===== src/rtl/ifid_hazard_ctrl_if.sv =====
// ifid_hazard_ctrl_if: signal bundle between the pipeline datapath and the
// IF/ID hazard controller.
//   master : pipeline side; drives the ID/EX hazard inputs and the imem ready flag,
//            receives the PC / IF-ID enables, bubble controls and statistics.
//   slave  : the hazard controller itself.
//   CNT_W  : width of the stall / flush statistics counters.
interface ifid_hazard_ctrl_if #(
    parameter int unsigned CNT_W = 16
);
    // Instruction in ID
    logic [4:0]       rs1_ID;
    logic [4:0]       rs2_ID;
    logic             rs1_used_ID;
    logic             rs2_used_ID;
    logic             valid_ID;
    // Instruction in EX
    logic [4:0]       rd_EX;
    logic             MemRead_EX;
    logic             valid_EX;
    logic             branch_taken_EX;
    // Instruction memory
    logic             imem_ready;
    // Pipeline control
    logic             en_PC;
    logic             en_IFID;
    logic             NOP_IFID;
    logic             NOP_IDEX;
    // Status / statistics
    logic [CNT_W-1:0] stall_cnt;
    logic [CNT_W-1:0] flush_cnt;
    logic             fetch_timeout;
    logic [1:0]       state;

    modport master (
        output rs1_ID, rs2_ID, rs1_used_ID, rs2_used_ID, valid_ID,
        output rd_EX, MemRead_EX, valid_EX, branch_taken_EX, imem_ready,
        input  en_PC, en_IFID, NOP_IFID, NOP_IDEX,
        input  stall_cnt, flush_cnt, fetch_timeout, state
    );

    modport slave (
        input  rs1_ID, rs2_ID, rs1_used_ID, rs2_used_ID, valid_ID,
        input  rd_EX, MemRead_EX, valid_EX, branch_taken_EX, imem_ready,
        output en_PC, en_IFID, NOP_IFID, NOP_IDEX,
        output stall_cnt, flush_cnt, fetch_timeout, state
    );
endinterface


===== src/rtl/ifid_hazard_ctrl.sv =====
// ifid_hazard_ctrl: IF/ID hazard controller. Resolves taken branches (flush),
// load-use hazards (one-cycle stall) and instruction-memory wait (fetch hold),
// in that priority, and keeps saturating statistics plus a sticky fetch timeout.
// Ports:
//   clk_IFID  : clock, rising edge
//   rst_IFID  : asynchronous, active-high reset
//   bus       : ifid_hazard_ctrl_if.slave (ID/EX hazard inputs, imem_ready,
//               en_PC/en_IFID, NOP_IFID/NOP_IDEX, stall_cnt/flush_cnt,
//               fetch_timeout, state)
module ifid_hazard_ctrl #(
    parameter int unsigned CNT_W    = 16,
    parameter int unsigned WAIT_MAX = 8
) (
    input logic                clk_IFID,
    input logic                rst_IFID,
    ifid_hazard_ctrl_if.slave  bus
);

    localparam int unsigned WAIT_W = $clog2(WAIT_MAX + 1);

    typedef enum logic [1:0] {
        StRun       = 2'd0,
        StLoadStall = 2'd1,
        StFlush     = 2'd2,
        StFetchWait = 2'd3
    } state_e;

    state_e              state_q, state_d;
    logic [WAIT_W-1:0]   wait_cnt_q, wait_cnt_d;
    logic                timeout_q, timeout_d;
    logic [CNT_W-1:0]    stall_cnt_q, stall_cnt_d;
    logic [CNT_W-1:0]    flush_cnt_q, flush_cnt_d;

    logic load_use;
    logic do_flush;
    logic do_stall;
    logic en_pc, en_ifid, nop_ifid, nop_idex;

    always_comb begin
        load_use = bus.valid_ID & bus.valid_EX & bus.MemRead_EX & (bus.rd_EX != 5'd0) &
                   ((bus.rs1_used_ID & (bus.rs1_ID == bus.rd_EX)) |
                    (bus.rs2_used_ID & (bus.rs2_ID == bus.rd_EX)));

        // Normal outputs by default
        en_pc    = 1'b1;
        en_ifid  = 1'b1;
        nop_ifid = 1'b0;
        nop_idex = 1'b0;
        state_d  = StRun;
        do_flush = 1'b0;
        do_stall = 1'b0;

        if (bus.branch_taken_EX) begin
            nop_ifid = 1'b1;
            nop_idex = 1'b1;
            state_d  = StFlush;
            do_flush = 1'b1;
        end else if (load_use && (state_q != StLoadStall)) begin
            // The stalled instruction is re-evaluated next cycle against a
            // bubble in EX, so detection is masked while in LOAD_STALL.
            en_pc    = 1'b0;
            en_ifid  = 1'b0;
            nop_idex = 1'b1;
            state_d  = StLoadStall;
            do_stall = 1'b1;
        end else if (!bus.imem_ready) begin
            // Hold the PC and feed a bubble into IF/ID until memory responds.
            en_pc    = 1'b0;
            nop_ifid = 1'b1;
            state_d  = StFetchWait;
        end

        if (rst_IFID) begin
            en_pc    = 1'b0;
            en_ifid  = 1'b0;
            nop_ifid = 1'b1;
            nop_idex = 1'b1;
        end
    end

    // Wait counter tracks consecutive fetch-wait cycles, including the cycle
    // that enters FETCH_WAIT, and clears on any other transition.
    always_comb begin
        wait_cnt_d = '0;
        if (state_d == StFetchWait) begin
            if (wait_cnt_q == WAIT_W'(WAIT_MAX)) begin
                wait_cnt_d = wait_cnt_q;
            end else begin
                wait_cnt_d = wait_cnt_q + WAIT_W'(1);
            end
        end
        timeout_d = timeout_q | (wait_cnt_d == WAIT_W'(WAIT_MAX));

        stall_cnt_d = stall_cnt_q;
        if (do_stall && (stall_cnt_q != '1)) begin
            stall_cnt_d = stall_cnt_q + CNT_W'(1);
        end
        flush_cnt_d = flush_cnt_q;
        if (do_flush && (flush_cnt_q != '1)) begin
            flush_cnt_d = flush_cnt_q + CNT_W'(1);
        end
    end

    always_ff @(posedge clk_IFID or posedge rst_IFID) begin
        if (rst_IFID) begin
            state_q     <= StRun;
            wait_cnt_q  <= '0;
            timeout_q   <= 1'b0;
            stall_cnt_q <= '0;
            flush_cnt_q <= '0;
        end else begin
            state_q     <= state_d;
            wait_cnt_q  <= wait_cnt_d;
            timeout_q   <= timeout_d;
            stall_cnt_q <= stall_cnt_d;
            flush_cnt_q <= flush_cnt_d;
        end
    end

    assign bus.en_PC         = en_pc;
    assign bus.en_IFID       = en_ifid;
    assign bus.NOP_IFID      = nop_ifid;
    assign bus.NOP_IDEX      = nop_idex;
    assign bus.stall_cnt     = stall_cnt_q;
    assign bus.flush_cnt     = flush_cnt_q;
    assign bus.fetch_timeout = timeout_q;
    assign bus.state         = state_q;

endmodule


===== src/flat_wrapper.sv =====
// flat-port wrapper written by rule: the top's interface ports become plain ports
module ifid_hazard_ctrl_flat 
#(
    parameter int unsigned CNT_W    = 16,
    parameter int unsigned WAIT_MAX = 8
)
  (clk_IFID, rst_IFID, bus_rs1_ID, bus_rs2_ID, bus_rs1_used_ID, bus_rs2_used_ID, bus_valid_ID, bus_rd_EX, bus_MemRead_EX, bus_valid_EX, bus_branch_taken_EX, bus_imem_ready, bus_en_PC, bus_en_IFID, bus_NOP_IFID, bus_NOP_IDEX, bus_stall_cnt, bus_flush_cnt, bus_fetch_timeout, bus_state);
  ifid_hazard_ctrl_if #(.CNT_W(CNT_W)) bus_i ();
  input logic clk_IFID;
  input logic rst_IFID;
  input wire logic [$bits(bus_i.rs1_ID)-1:0] bus_rs1_ID;
  input wire logic [$bits(bus_i.rs2_ID)-1:0] bus_rs2_ID;
  input wire logic [$bits(bus_i.rs1_used_ID)-1:0] bus_rs1_used_ID;
  input wire logic [$bits(bus_i.rs2_used_ID)-1:0] bus_rs2_used_ID;
  input wire logic [$bits(bus_i.valid_ID)-1:0] bus_valid_ID;
  input wire logic [$bits(bus_i.rd_EX)-1:0] bus_rd_EX;
  input wire logic [$bits(bus_i.MemRead_EX)-1:0] bus_MemRead_EX;
  input wire logic [$bits(bus_i.valid_EX)-1:0] bus_valid_EX;
  input wire logic [$bits(bus_i.branch_taken_EX)-1:0] bus_branch_taken_EX;
  input wire logic [$bits(bus_i.imem_ready)-1:0] bus_imem_ready;
  output wire logic [$bits(bus_i.en_PC)-1:0] bus_en_PC;
  output wire logic [$bits(bus_i.en_IFID)-1:0] bus_en_IFID;
  output wire logic [$bits(bus_i.NOP_IFID)-1:0] bus_NOP_IFID;
  output wire logic [$bits(bus_i.NOP_IDEX)-1:0] bus_NOP_IDEX;
  output wire logic [$bits(bus_i.stall_cnt)-1:0] bus_stall_cnt;
  output wire logic [$bits(bus_i.flush_cnt)-1:0] bus_flush_cnt;
  output wire logic [$bits(bus_i.fetch_timeout)-1:0] bus_fetch_timeout;
  output wire logic [$bits(bus_i.state)-1:0] bus_state;
  assign bus_i.rs1_ID = bus_rs1_ID;
  assign bus_i.rs2_ID = bus_rs2_ID;
  assign bus_i.rs1_used_ID = bus_rs1_used_ID;
  assign bus_i.rs2_used_ID = bus_rs2_used_ID;
  assign bus_i.valid_ID = bus_valid_ID;
  assign bus_i.rd_EX = bus_rd_EX;
  assign bus_i.MemRead_EX = bus_MemRead_EX;
  assign bus_i.valid_EX = bus_valid_EX;
  assign bus_i.branch_taken_EX = bus_branch_taken_EX;
  assign bus_i.imem_ready = bus_imem_ready;
  assign bus_en_PC = bus_i.en_PC;
  assign bus_en_IFID = bus_i.en_IFID;
  assign bus_NOP_IFID = bus_i.NOP_IFID;
  assign bus_NOP_IDEX = bus_i.NOP_IDEX;
  assign bus_stall_cnt = bus_i.stall_cnt;
  assign bus_flush_cnt = bus_i.flush_cnt;
  assign bus_fetch_timeout = bus_i.fetch_timeout;
  assign bus_state = bus_i.state;
  ifid_hazard_ctrl #(.CNT_W(CNT_W), .WAIT_MAX(WAIT_MAX)) u_core (.clk_IFID(clk_IFID), .rst_IFID(rst_IFID), .bus(bus_i));
endmodule

===== config.mk =====
export PLATFORM = sky130hd
export DESIGN_NAME = ifid_hazard_ctrl_flat
export DESIGN_NICKNAME = d
export VERILOG_FILES = /design/src/rtl/ifid_hazard_ctrl_if.sv /design/src/rtl/ifid_hazard_ctrl.sv /design/src/flat_wrapper.sv
export SDC_FILE = /design/constraint.sdc
export NUM_CORES = 1
export LEC_CHECK = 0
export CAP_MARGIN = 25
export CORE_MARGIN = 2
export CORE_UTILIZATION = 35
export CTS_CLUSTER_DIAMETER = 50
export DETAILED_ROUTE_END_ITERATION = 8
export GPL_ROUTABILITY_DRIVEN = 0
export PLACE_DENSITY_LB_ADDON = 0.08
export SETUP_SLACK_MARGIN = 0.1
export SYNTH_ARGS = -nofsm -noshare
export SYNTH_HDL_FRONTEND = slang
export SYNTH_SLANG_ARGS = --single-unit

===== constraint.sdc =====
create_clock -name clk_IFID -period 1.94 [get_ports clk_IFID]
set_input_delay 0.291 -clock clk_IFID [delete_from_list [all_inputs] [get_ports clk_IFID]]
set_output_delay 0.291 -clock clk_IFID [all_outputs]
set_load 0.03 [all_outputs]

==> results of run 1 <==
## power by group through the flow
stage / Clock, mW / Combinational [mW] / Sequential (mW)
CTS: 0.570 / 0.621 / 0.985
finish: 0.544 / 0.625 / 0.988
detailed placement: 0 / 0.620 / 0.999
global route: 0.609 / 0.673 / 1.00
floorplan: 0 / 0.201 / 1.13
global placement: 0 / 0.610 / 1.00
## what timing repair did
action	CTS	global route
pin swaps	18	17
buffers inserted	2	4
resized for setup	45	28
cloned	0	1
endpoints found under the setup margin	18	15
## per-layer routing
metal / part of all wire / vias to the layer above / global-route usage
met1: 0.46 / 793 / 0.212
li1: - / 849 / -
met4: 0.019 / 0 / 0.0610
met3: 0.050 / 12 / 0.0411
met5: 0 / - / 0
met2: 0.47 / 41 / 0.231
## how the worst min path moves through the flow
| stage | cells past startpoint | startpoint | end |
|---|---|---|---|
| 5_1_grt | 2 | rst_IFID | u_core.bus.stall_cnt[14] |
| 6_report | 2 | rst_IFID | u_core.bus.stall_cnt[14] |
| 3_3_place_gp | 1 | u_core.bus.fetch_timeout | u_core.bus.fetch_timeout |
| 2_1_floorplan | 1 | bus_imem_ready | u_core.bus.state[0] |
| 4_1_cts | 2 | rst_IFID | u_core.bus.stall_cnt[14] |
| 3_5_place_dp | 1 | u_core.bus.fetch_timeout | u_core.bus.fetch_timeout |
## metrics by stage
stage | total power, mW | hold slack, ps | TNS [ps]
4_1_cts | 2.18 | 373 | 0
3_3_place_gp | 1.61 | 448 | -6060
5_1_grt | 2.28 | 399 | -11.1
6_report | 2.16 | 374 | 0
2_1_floorplan | 1.34 | 396 | 0
3_5_place_dp | 1.62 | 451 | -6920
## cell families (layout without fill, tap and decap cells)
logic type / after synthesis / in the layout / share of synthesized area
DFF: 39 / 39 / 0.468
AOI/OAI and AO/OA: 11 / 11 / 0.0474
and+or+nand+nor: 86 / 87 / 0.251
buffers and inverters: 11 / 102 / 0.0216
adders and majority gates: 4 / 4 / 0.0240
xor gates and xnor gates: 41 / 41 / 0.172
muxes: 3 / 3 / 0.0156
## cells in the mapped netlist (all sizes together)
master   number  share of area
o2111ai       1         0.0042
inv           9          0.016
and2          2         0.0060
nor2b         4          0.012
a211oi        1         0.0036
and3          4          0.012
clkbuf        1         0.0018
and4          2         0.0084
nor3         11          0.031
nor4          4          0.025
a21o          1         0.0036
o21ai         2         0.0048
nand2        17          0.034
ha            4          0.024
a21oi         4          0.011
nand4         6          0.021
or4           1         0.0054
nor4b         1         0.0072
nand2b        2         0.0060
mux2          2          0.011
or2           2         0.0060
o22ai         1         0.0096
xor2         19          0.080
o31ai         1          0.010
mux2i         1         0.0048
nand4b        1          0.011
nor2         14          0.026
buf           1         0.0036
or3           1         0.0030
xnor2        22          0.092
dfrtp        39           0.47
nand3        14          0.036
## final cells by class
cell class	count	area [µm²]	area share
inverter	9	33.8	0.0108
clock buffer	6	72.6	0.0232
timing repair buffer	85	774	0.248
sequential	39	983	0.315
clock inverter	2	12.5	0.00401
tap	75	93.8	0.0300
multi-input combinational	146	1150	0.369
## flip-flops by register name, summed over array words and instances, names as in the netlist
signal / cells
u_core.bus.flush_cnt: 16
u_core.bus.stall_cnt: 16
u_core.wait_cnt_q: 4
u_core.bus.state: 2
u_core.bus.fetch_timeout: 1
## worst register-to-register path, cell delays in order (launching register included)
cell	delay, ps
dfrtp_1	420
and3_2	250
nand3_4	130
o31ai_4	330
buf_4	180
mux2_2	320
==> results.py, run 1 <==
metrics = {
    "floorplanning": {
        "start_util": 0.357,
        "dieArea_mm2": 0.00659,
        "io_pins": 63,
        "core_mm2": 0.00585,
        "fp-row-count": 28,
        "chipHeight_um": 81.2,
        "die_w_um": 81.2,
    },
    "flow_run": {
        "cap_violations": 0,
    },
    "pwr": {
        "clock_power_share": 0.252,
        "switching_power_mw": 0.719,
        "swShare": 0.334,
        "seq_power_share": 0.458,
        "comb_power_share": 0.290,
        "power_density_mw_per_mm2": 690,
        "p_leak_nw": 1.44,
        "peakVddDrop_mv": 0.608,
        "internal_power_mw": 1.44,
    },
    "layout": {
        "stdcell_area_mm2": 0.00312,
        "syn2layout_area_growth_pct": 49.7,
        "final_cell_mix": "clkdlybuf4s50_1 (40), dfrtp_1 (33), buf_4 (23), xnor2_1 (21), xor2_1 (19)",
        "nFillCells": 552,
        "drive_gt1_frac": 0.268,
        "n_antenna_cell": 0,
        "stdcell_count": 362,
        "layout_commonest_cell": "clkdlybuf4s50_1",
        "postLayoutCoreUtil": 0.534,
        "nNetsFinal": 314,
    },
    "sta": {
        "tightest_slew_ps": 387,
        "hold_viol_final": 0,
        "fin_crit_sh": 0.958,
        "setup_viol": 0,
        "setup_slack_ps": 82.2,
        "fin_crit_ps": 1860,
        "rsz0062_at_grt": "yes",
        "fin_skew_ps": 3.74,
        "clock.fmax_mhz": 538,
        "maxSlewHeadroom": 0.740,
        "maxSlewViolCount": 0,
    },
    "clock_tree": {
        "hold_buffers": 0,
        "path_clk_slew_ps": 80,
        "cts_buffers": 5,
        "ctsRootBufferMaster": "clkbuf_8",
        "cts_tree": "built",
        "clk-insertion-delay-late_ps": 290,
        "cts_sinks": 39,
        "htree_levels": 2,
        "clock_path_buffers": 2,
    },
    "setup_path": {
        "r2r_start": "u_core.bus.flush_cnt[4]",
        "crit_path_end_kind": "primary output",
        "critPathKind": "input pin to primary output",
        "worst_path_largest_cell_delay_ps": 240,
        "path_depth": 8,
        "critical_path_arrival_ps": 1570,
        "startpoint": "bus_rs1_ID[1]",
        "regToRegSetupSlack_ps": 200,
        "setup.worst_path.end": "bus_en_PC",
        "crit_fanout": 3,
        "crit_path_top_delay_cell": "dlygate4sd2_1",
        "crit_chain": "dlygate4sd2_1 > xnor2_1 > nand4_1 > o22ai_4 > nand2_4 > a21oi_2 > nor2_1 > buf_4",
        "regToRegEndpoint": "u_core.bus.flush_cnt[1]",
        "cp-start-kind": "input pin",
        "rr_worst_depth": 5,
        "cpLargestDelayFamily": "buffers and inverters",
        "path_buf_inv": 2,
        "critPathRequiredTime_ps": 1650,
    },
    "yosys": {
        "synthCells": 195,
        "ys_seq_area_frac": 0.468,
        "syn_area_per_cell_um2": 10.7,
        "synth_cell_types": 41,
        "synth-seq-cells": 39,
        "synth_nets": 223,
        "syn_area_mm2": 0.00209,
        "yosysWarnings": 0,
    },
    "place": {
        "port_buffers": 62,
        "dp_slack_ps": -656,
        "place_hpwl_um": 3560,
        "dp_cells": 347,
        "placed_area_mm2": 0.00293,
    },
    "global_routing": {
        "grt_pass1_vias": 1682,
        "antenna_found_initial": 0,
        "grt.total_usage": 0.154,
        "grt_pass1_wl_um": 7780,
        "grt_start_max_net_pins": 32,
        "gr-total-overflow": 0,
    },
    "drt": {
        "drc_errors": 0,
        "totalWireLength_um": 4910,
        "vias": 1695,
        "vias_per_cell": 4.68,
        "drt-pass1-iter-count": 2,
        "drt_iter0_drc": 40,
        "wl_per_cell_um": 13.6,
        "antenna_left": 0,
    },
    "outcome": {
        "status": "completed",
    },
    "hold_path": {
        "hp-class": "input pin to asynchronous set/reset pin",
    },
}
No activity file was read; power rests on OpenSTA's default activity.
==> inputs of run 2 (changes only) <==
--- a/config.mk
+++ b/config.mk
@@ -7,5 +7,6 @@
 export LEC_CHECK = 0
+export ABC_AREA = 0
 export CAP_MARGIN = 25
 export CORE_MARGIN = 2
-export CORE_UTILIZATION = 35
+export CORE_UTILIZATION = 42
 export CTS_CLUSTER_DIAMETER = 50
--- a/constraint.sdc
+++ b/constraint.sdc
@@ -3,2 +3,2 @@
 set_output_delay 0.291 -clock clk_IFID [all_outputs]
-set_load 0.03 [all_outputs]
+set_load 0.1 [all_outputs]
==> run 2 against run 1 <==
  * The flow now finishes with violations (negative setup slack)
  * Core utilization up 16 points
  * Combinational power up 66%
  * Setup slack worse by 83 ps
  * Sequential power up 5%
  * Final cell count down 3.3%
  * Wire length down 3.6%
  * Critical path type is now flop to primary output
  * Largest power group unchanged
  * Fmax down 4.3%
  * Clock power up 3.7%
==> results.py, run 2 (same netlist as run 1, synthesis figures left out) <==
metrics = {
    "floorplanning": {
        "fp-row-count": 25,
        "core_mm2": 0.00475,
        "dieArea_mm2": 0.00555,
        "die_w_um": 74.5,
        "start_util": 0.439,
        "io_pins": 63,
        "chipHeight_um": 74.5,
    },
    "sta": {
        "clock.fmax_mhz": 515,
        "fin_crit_ps": 1940,
        "fin_skew_ps": 12.2,
        "hold_viol_final": 0,
        "fin_crit_sh": 1.00,
        "maxSlewHeadroom": 0.773,
        "setup_slack_ps": -0.726,
        "rsz0062_at_grt": "yes",
        "fin_tns_setup_ps": -0.726,
        "maxSlewViolCount": 0,
        "tightest_slew_ps": 340,
        "setup_viol": 1,
        "whs_ps": 465,
    },
    "layout": {
        "layout_commonest_cell": "buf_4",
        "stdcell_count": 350,
        "final_cell_mix": "buf_4 (51), xnor2_1 (21), xor2_1 (19), dfrtp_4 (17), dfrtp_2 (17)",
        "stdcell_area_mm2": 0.00330,
        "drive_gt1_frac": 0.519,
        "n_antenna_cell": 0,
        "syn2layout_area_growth_pct": 58.3,
        "nNetsFinal": 311,
    },
    "drt": {
        "drt_iter0_drc": 53,
        "antenna_left": 0,
        "vias_per_cell": 4.95,
        "vias": 1731,
        "totalWireLength_um": 4740,
        "wl_per_cell_um": 13.5,
        "drt-pass1-iter-count": 4,
        "drc_errors": 0,
    },
    "flow_run": {
        "cap_violations": 0,
    },
    "global_routing": {
        "grt_start_max_net_pins": 40,
        "grt_pass1_wl_um": 7250,
        "antenna_found_initial": 0,
        "grt_pass1_vias": 1659,
        "gr-total-overflow": 0,
        "grt.total_usage": 0.172,
    },
    "hold_path": {
        "min_from": "u_core.bus.fetch_timeout",
        "min_path_cells": 1,
        "holdPathEnd": "u_core.bus.fetch_timeout",
        "hp-class": "flop to flop",
    },
    "setup_path": {
        "critPathRequiredTime_ps": 1650,
        "r2r_start": "u_core.bus.state[0]",
        "regToRegEndpoint": "u_core.bus.stall_cnt[15]",
        "rr_worst_depth": 10,
        "cp-start-kind": "flop",
        "regToRegSetupSlack_ps": 60,
        "critPathKind": "flop to primary output",
        "crit_path_end_kind": "primary output",
        "critical_path_arrival_ps": 1650,
        "crit_fanout": 3,
    },
    "clock_tree": {
        "ctsRootBufferMaster": "clkbuf_8",
        "htree_levels": 2,
        "clock_path_buffers": 2,
        "cts_sinks": 39,
        "clk-insertion-delay-late_ps": 290,
        "cts_tree": "built",
        "cts_buffers": 5,
        "path_clk_slew_ps": 60,
        "hold_buffers": 0,
    },
    "pwr": {
        "internal_power_mw": 1.51,
        "comb_power_share": 0.394,
        "power_density_mw_per_mm2": 802,
        "switching_power_mw": 1.14,
        "seq_power_share": 0.393,
        "p_leak_nw": 1.53,
        "clock_power_share": 0.213,
        "power_mw": 2.65,
        "peakVddDrop_mv": 1.34,
        "swShare": 0.431,
    },
    "place": {
        "placed_area_mm2": 0.00303,
        "dp_cells": 335,
        "place_hpwl_um": 3400,
        "port_buffers": 62,
    },
    "outcome": {
        "violations": "negative setup slack",
        "status": "finished, violations left",
    },
}
[run 2: cell types whose count changed in the layout (fill, tap and decap cells not counted), sizes merged]
cell	previous run	this run
buf	27	59
clkbuf	12	6
clkdlybuf4s15	4	2
clkdlybuf4s50	40	8
clkinv	1	0
clkinvlp	1	0
dlygate4sd2	7	13
dlymetal6s2s	1	0
inv	9	10
[run 2: power by group through the flow]
stage / registers (mW) / logic [mW] / clock network (mW)
6_report: 1.04 / 1.04 / 0.564
5_1_grt: 1.06 / 1.11 / 0.608
4_1_cts: 1.04 / 1.04 / 0.580
3_5_place_dp: 1.05 / 1.05 / 0
3_3_place_gp: 1.06 / 1.03 / 0
2_1_floorplan: 1.59 / 0.252 / 0
[run 2: area by class of cell]
class	count	area, µm²
Clock inverter	1	8.76
Fill cell	370	1450
Multi-Input combinational cell	146	1300
Inverter	9	33.8
Tap cell	67	83.8
Clock buffer	6	82.6
Timing Repair Buffer	82	734
Sequential cell	39	1060
[run 2: critical path, cell delays in order, from the launching register on]
cell	delay (ps)
dfrtp_4	480
o2111ai_2	200
a21oi_2	60
buf_4	140
a21oi_2	160
nand2b_4	160
buf_12	160
[run 2: stage by stage]
step	utilization	setup WS [ps]
final	0.694	-0.726
after global routing	0.694	-107
after CTS	0.662	-27.7
after detailed placement	0.636	-332
after global placement	0.636	-270
after floorplan	-	-13.7
[run 2: repair_timing]
action | in CTS | in global routing
setup buffers | 4 | 3
gates resized for setup | 21 | 22
endpoints found under the setup margin | 17 | 18
pin swaps | 15 | 20
cloned | 0 | 1
[run 2: worst max path at each step]
stage	end	start	slack (ps)
5_1_grt	bus_en_PC	u_core.bus.state[0]	-110
4_1_cts	bus_en_PC	u_core.bus.state[0]	-30
3_5_place_dp	u_core.bus.stall_cnt[9]	bus_rd_EX[0]	-330
6_report	bus_NOP_IFID	u_core.bus.state[1]	-0.7
2_1_floorplan	bus_en_PC	u_core.bus.state[1]	-10
3_3_place_gp	u_core.bus.stall_cnt[9]	bus_rd_EX[4]	-270
[run 2: per-layer routing]
| layer | GRT usage | up-vias | part of all wire |
|---|---|---|---|
| met1 | 0.218 | 834 | 0.45 |
| met5 | 0 | - | 0 |
| met3 | 0.0447 | 4 | 0.055 |
| met2 | 0.288 | 51 | 0.49 |
| li1 | - | 842 | - |
| met4 | 0.0536 | 0 | 0.0087 |
==> inputs of run 3 (changes only) <==
CAP_MARGIN = unset   (was 25)
==> results of run 3 <==
Final layout, timing and power as in run 2 (identical DEF).
